===== config.mk =====
export PLATFORM = sky130hd
export DESIGN_NAME = regfile_flat
export DESIGN_NICKNAME = d
export VERILOG_FILES = /design/src/rtl/regfile_if.sv /design/src/rtl/regfile.sv /design/src/flat_wrapper.sv
export SDC_FILE = /design/constraint.sdc
export NUM_CORES = 2
export LEC_CHECK = 0
export ABC_CLOCK_PERIOD_IN_PS = 3600
export CAP_MARGIN = 25
export CORE_MARGIN = 2
export CORE_UTILIZATION = 50
export DETAILED_ROUTE_END_ITERATION = 7
export DONT_BUFFER_PORTS = 1
export SKIP_CTS_REPAIR_TIMING = 1
export SYNTH_ARGS = -nofsm -noshare
export SYNTH_HDL_FRONTEND = slang
export SYNTH_SLANG_ARGS = --single-unit

===== constraint.sdc =====
create_clock -name clk -period 3.6 [get_ports clk]
set_clock_uncertainty 0.2 [all_clocks]
set_input_delay 0.72 -clock clk [delete_from_list [all_inputs] [get_ports clk]]
set_output_delay 0.72 -clock clk [all_outputs]
set_load 0.1 [all_outputs]

===== src/rtl/regfile_if.sv =====
`default_nettype none
// ============================================================================
// Module   : regfile_if
// Purpose  : Write-back bus and dual read-port bundle for the register file.
// Revision : 1.0 - initial release
// ============================================================================
interface regfile_if #(
  parameter int DATA_W = 32,
  parameter int ADDR_W = 5
);
  logic              wr_enable;
  logic [ADDR_W-1:0] wr_address;
  logic [DATA_W-1:0] wr_data;
  logic              rd1_enable;
  logic [ADDR_W-1:0] rd1_address;
  logic [DATA_W-1:0] rd1_data;
  logic              rd2_enable;
  logic [ADDR_W-1:0] rd2_address;
  logic [DATA_W-1:0] rd2_data;

  modport master (
    output wr_enable, wr_address, wr_data,
    output rd1_enable, rd1_address,
    output rd2_enable, rd2_address,
    input  rd1_data, rd2_data
  );

  modport slave (
    input  wr_enable, wr_address, wr_data,
    input  rd1_enable, rd1_address,
    input  rd2_enable, rd2_address,
    output rd1_data, rd2_data
  );
endinterface
`default_nettype wire


===== src/rtl/regfile.sv =====
`default_nettype none
// ============================================================================
// Module   : regfile
// Purpose  : 32x32 MIPS register file, one write port, two bypassed reads.
// Revision : 1.0 - initial release
// ============================================================================
module regfile #(
  parameter int DATA_W = 32,
  parameter int ADDR_W = 5
) (
  input  logic      clk,
  input  logic      rst_n,
  regfile_if.slave  bus
);
  localparam int c_depth = 2 ** ADDR_W;

  // Entry 0 has no storage; address 0 is resolved to zero on the read side.
  logic [DATA_W-1:0] r_regs [1:c_depth-1];
  logic [DATA_W-1:0] w_rd1_data;
  logic [DATA_W-1:0] w_rd2_data;

  // Per-entry equality decode: an unknown address never matches, so no entry is hit.
  always_ff @(posedge clk or negedge rst_n) begin
    if (!rst_n) begin
      for (int i = 1; i < c_depth; i++) begin
        r_regs[i] <= '0;
      end
    end else begin
      for (int i = 1; i < c_depth; i++) begin
        if (bus.wr_enable && (bus.wr_address == ADDR_W'(i))) begin
          r_regs[i] <= bus.wr_data;
        end
      end
    end
  end

  always_comb begin
    w_rd1_data = '0;
    if (rst_n && bus.rd1_enable && (bus.rd1_address != '0)) begin
      if (bus.wr_enable && (bus.wr_address == bus.rd1_address)) begin
        w_rd1_data = bus.wr_data;
      end else begin
        w_rd1_data = r_regs[bus.rd1_address];
      end
    end
  end

  always_comb begin
    w_rd2_data = '0;
    if (rst_n && bus.rd2_enable && (bus.rd2_address != '0)) begin
      if (bus.wr_enable && (bus.wr_address == bus.rd2_address)) begin
        w_rd2_data = bus.wr_data;
      end else begin
        w_rd2_data = r_regs[bus.rd2_address];
      end
    end
  end

  assign bus.rd1_data = w_rd1_data;
  assign bus.rd2_data = w_rd2_data;
endmodule
`default_nettype wire


===== src/flat_wrapper.sv =====
// flat-port wrapper written by rule: the top's interface ports become plain ports
module regfile_flat 
#(
  parameter int DATA_W = 32,
  parameter int ADDR_W = 5
)
  (clk, rst_n, bus_wr_enable, bus_wr_address, bus_wr_data, bus_rd1_enable, bus_rd1_address, bus_rd2_enable, bus_rd2_address, bus_rd1_data, bus_rd2_data);
  regfile_if #(.DATA_W(DATA_W), .ADDR_W(ADDR_W)) bus_i ();
  input  logic clk;
  input  logic rst_n;
  input wire logic [$bits(bus_i.wr_enable)-1:0] bus_wr_enable;
  input wire logic [$bits(bus_i.wr_address)-1:0] bus_wr_address;
  input wire logic [$bits(bus_i.wr_data)-1:0] bus_wr_data;
  input wire logic [$bits(bus_i.rd1_enable)-1:0] bus_rd1_enable;
  input wire logic [$bits(bus_i.rd1_address)-1:0] bus_rd1_address;
  input wire logic [$bits(bus_i.rd2_enable)-1:0] bus_rd2_enable;
  input wire logic [$bits(bus_i.rd2_address)-1:0] bus_rd2_address;
  output wire logic [$bits(bus_i.rd1_data)-1:0] bus_rd1_data;
  output wire logic [$bits(bus_i.rd2_data)-1:0] bus_rd2_data;
  assign bus_i.wr_enable = bus_wr_enable;
  assign bus_i.wr_address = bus_wr_address;
  assign bus_i.wr_data = bus_wr_data;
  assign bus_i.rd1_enable = bus_rd1_enable;
  assign bus_i.rd1_address = bus_rd1_address;
  assign bus_i.rd2_enable = bus_rd2_enable;
  assign bus_i.rd2_address = bus_rd2_address;
  assign bus_rd1_data = bus_i.rd1_data;
  assign bus_rd2_data = bus_i.rd2_data;
  regfile #(.DATA_W(DATA_W), .ADDR_W(ADDR_W)) u_core (.clk(clk), .rst_n(rst_n), .bus(bus_i));
endmodule

Yosys cells after proc, flatten, opt, wreduce, memory -nomap -nowiden
Index checks and enable logic that the tools add are counted.
W data, S select, Z words.

cells by class
  equality and inequality tests = 33
  div/mod/pow operators = 0
  mux-type cells = 10
  magnitude comparators = 2
  $mul = 0
  bitwise logic cells = 2
  reduce and logical (&&, ||, !) cells = 39
  $add $sub $neg = 0
  shift operators = 0

operators with widths
  cell                  count
  $bmux W32 S5          2
  $mux W32              8
  $eq A5 B5 Y1 const B  16
  $eq A5 B4 Y1 const B  8
  $logic_and A1 B1 Y1   37
  $eq A5 B3 Y1 const B  4
  $ge A6 B6 Y1 const B  2
  $not A5 Y6            2
  $eq A5 B2 Y1 const B  2
  $eq A5 B5 Y1          2
  $reduce_bool A5 Y1    2
  $eq A5 B1 Y1 const B  1

storage, ports and cells
  memory bits (writable) = 0
  latch bits = 0
  output and inout port bits = 64
  input bits = 52
  flip-flop bits (word level) = 992
  memories = 0
  memory bits (read-only) = 0

Logic depth before layout (Yosys ltp)
  depth after elaboration = 6
  depth in mapped cells = 10
  gate-level depth less buffers = 5

Worst setup path before layout
Ideal clock, no wire load.

  path kind = input to output
  start point = in bus_rd2_address[0]
  end point = out bus_rd2_data[10]
  stages = 8
  setup slack = -2.165 ns
  arrival = 4.845 ns
  cell sequence = buf_6 buf_6 nor2b_1 buf_4 a221o_1 o21ai_0 o211a_1 o41ai_1

on the way
  cells in the longest elaborated chain, start to end = 6

ends and longest elaborated chain
  what                                          RTL line            RTL
  from (decl)                                   flat_wrapper.sv:17  input wire logic [$bits(bus_i.rd2_address)-1:0] bus_rd2_address;
  $not A5 Y6 (implied by the code)              regfile.sv:54       w_rd2_data = r_regs[bus.rd2_address];
  $bmux W32 S5                                  regfile.sv:54
  $mux W32 (implied by the code) (2 in series)  regfile.sv:54
  $mux W32                                      regfile.sv:51       if (bus.wr_enable && (bus.wr_address == bus.rd2_address)) begin
  $mux W32 (*)                                  regfile.sv:50       if (rst_n && bus.rd2_enable && (bus.rd2_address != '0)) begin
  to (decl)                                     flat_wrapper.sv:19  output wire logic [$bits(bus_i.rd2_data)-1:0] bus_rd2_data;

Mark *: on every way between the ends. The rest lies on a longest branch, timed or not. The select of a mux whose other input is x is not followed.

Worst setup path after layout
  start point = in bus_rd2_address[1]
  end point = out bus_rd2_data[20]

Same word-level chain as after synthesis.

==> impl_metrics.yaml <==
setup_path:
  worst-path-stages: 8
  reg2reg_to: "u_core.r_regs[155]"
  crit_slowest_cell: "nor2b_4"
  crit_fanout: 259
  reg2reg_slack_ns: 2.51
  path_cells: "nor2b_4 -> buf_4 -> buf_12 -> a221oi_1 -> o21ai_0 -> buf_4 -> a32o_2 -> buf_12"
  cp.required_ns: 2.68
  worst_ep_arrival_time_ns: 3.00
  slowest_delay_ns: 0.38
  cp-endpoint: "bus_rd2_data[20]"
  reg2reg_depth: 2
  worstSetupPathType: "in -> out"
  critPathLaunchType: "input pin"
  cp-end-kind: "primary output"
  r2r-start: "u_core.r_regs[155]"
  cp.buffers_inverters: 4
  cp_top_family: "compound AO/OA/AOI/OAI gates"
  worstSetupStartpoint: "bus_rd2_address[1]"
synthesis:
  synth_area_per_cell_um2: 14.3
  syn-cell-area_um2: 54100
  synth_ff_type: "dfrtp_1"
  synth_enable_flop_cells: 0
  synth_cell_types: 62
  yosysWarnings: 0
  synth.net_count: 3839
  syn-instance-count: 3787
  synthArstFlopShare_pct: 100
  ys_ff_latch: 992
  ys_seq_area_share_pct: 45.9
global_routing:
  grt_pass1_vias: 38700
  grt_usage_pct: 33.1
  grt_pass1_wl_mm: 269
  overflow: 0
  grt_max_degree: 996
  grt_antenna_before_repair: 4
die:
  rows: 120
  fp.dieH_um: 333
  fp.dieW_um: 333
  start_util_pct: 50.5
  io_pins: 116
  die-area_um2: 111000
  design.core.area_um2: 107000
route:
  drt_wl_total_mm: 188
  vias: 37300
  viasPerCell: 7.05
  postRouteAntennaNets: 0
  wire_per_inst_um: 35.5
  drtIter0Drc: 4037
  remaining_drc_errors: 0
  dr.pass1.iters: 6
timing:
  timing.hold.ws_ns: 0.0517
  rsz0062_at_grt: "yes"
  fin_crit_ns: 3.92
  slew_headroom_pct: 24.6
  fmax_mhz: 255
  slew_violations: 0
  tightestPinTransition_ns: 1.13
  min_period_over_period_pct: 109
  setup_viol: 45
  setup_ws_ns: -0.315
  hold_violations: 0
clock_network:
  clkSinkCount: 992
  clk_latency_ns: 0.70
  cts_tree: "done"
  clk_pin_slew_ns: 0.06
  cts_made_buffers: 110
  h-tree-depth: 3
  ctsLongestPathBuffers: 3
  cts_root_buffer: "clkbuf_16"
placement:
  detailed_place.area_um2: 57200
  place_ws_ns: -0.144
  finalWeightedCongestion: 0.858
  io_buffer_count: 0
  dp_hpwl_mm: 104
flow_run:
  maxCapViolations: 0
finish:
  top_register: "u_core.r_regs"
  num_antenna_cells: 0
  areaGrowthSynthToFinish_pct: 15.1
  fillers: 8395
  multiInputGateArea_um2: 27800
  seqCellArea_um2: 24800
  final_area_um2: 62300
  nets: 3844
  largest_reg_flops: 992
  final_layout_size_suffix_gt1_share_pct: 53.2
  reg_top3: "u_core.r_regs x992"
min_path:
  hold_class: "in -> async"
power_and_ir_drop:
  power_density_nw_per_um2: 546
  power_mw: 34.0
  leakagePower_nw: 26.5
  peakVddDrop_mv: 0.365
run_status:
  status: "finished with violations"
  violations: "setup timing"
## worst reg2reg max path: stages (launching register included)
cell     delay, ns
dfrtp_1       0.39
buf_4         0.14
mux2_2        0.25
## final cells by class
cell class	count	area share, %
well taps	1403	2.82
inverters	3	0.0181
repair buffers	303	6.45
clock buffers	154	5.16
clock inverters	51	1.03
multi-input cells	2382	44.7
flip-flops and latches	992	39.9
## layer usage
metal / track usage, % / vias up / part of all wire [%]
met4: 13.7 / 4 / 4.6
met2: 52.2 / 1931 / 47
met3: 7.50 / 463 / 8.8
li1: - / 14700 / -
met5: 0 / - / 0.0096
met1: 44.6 / 20200 / 40
## worst min-delay path by stage
stage	start	endpoint	slack [ns]	depth (start not counted)
floorplan	rst_n	u_core.r_regs[0]	0.22	0
global placement	u_core.r_regs[578]	u_core.r_regs[578]	0.28	1
detailed placement	rst_n	u_core.r_regs[345]	0.29	0
CTS	rst_n	u_core.r_regs[345]	-0.45	0
global route	rst_n	u_core.r_regs[637]	0.09	2
finish	rst_n	u_core.r_regs[669]	0.05	2
## cell usage after synthesis (39+ instances only)
cell	n	area share, %
clkbuf_1	154	1.1
mux2i_1	114	2.1
nor3_1	39	0.36
dfrtp_1	992	46
mux2_2	1085	23
buf_2	146	1.4
nor2_1	69	0.48
mux4_2	386	16
nand2_1	117	0.81
o21ai_0	56	0.52
o22ai_1	86	0.99
buf_4	53	0.74
## placed cells by master, fill, tap and decap left out, drive strengths merged, types with 40 or more instances in the layout
cell type and n:
mux2 1097, dfrtp 992, mux4 386, buf 265, clkbuf 162, nand2 117
mux2i 114, o22ai 86, nor2 69, o21ai 64, nor3 40
## through the flow
| step | instances | setup TNS [ns] | utilization [%] |
|---|---|---|---|
| 2_1_floorplan | 3787 | -2.13 | - |
| 3_3_place_gp | 5013 | -3.32 | 53.3 |
| 3_5_place_dp | 5013 | -1.29 | 53.3 |
| 4_1_cts | 5218 | -0.871 | 56.9 |
| 5_1_grt | 5288 | -2.51 | 58.1 |
| 6_report | 5288 | -6.30 | 58.1 |
## cell families (layout without fill, tap and decap cells)
group | after synthesis | count (layout) | share of synthesized area, %
AO/OA/AOI/OAI | 434 | 434 | 5.94
flip-flops | 992 | 992 | 45.9
buffers and inverters | 413 | 511 | 3.96
AND/OR/NAND/NOR | 341 | 341 | 3.03
multiplexers | 1597 | 1597 | 41.0
XOR/XNOR | 10 | 10 | 0.162
## report_power, final
group	total, mW	internal [mW]	switching (mW)	leakage (nW)
logic	6.92	4.19	2.74	11.9
clock network	12.1	7.21	4.88	1.92
registers	15.0	13.3	1.65	12.7
total	34.0	24.7	9.27	26.5
No activity file was read; power rests on OpenSTA's default activity.
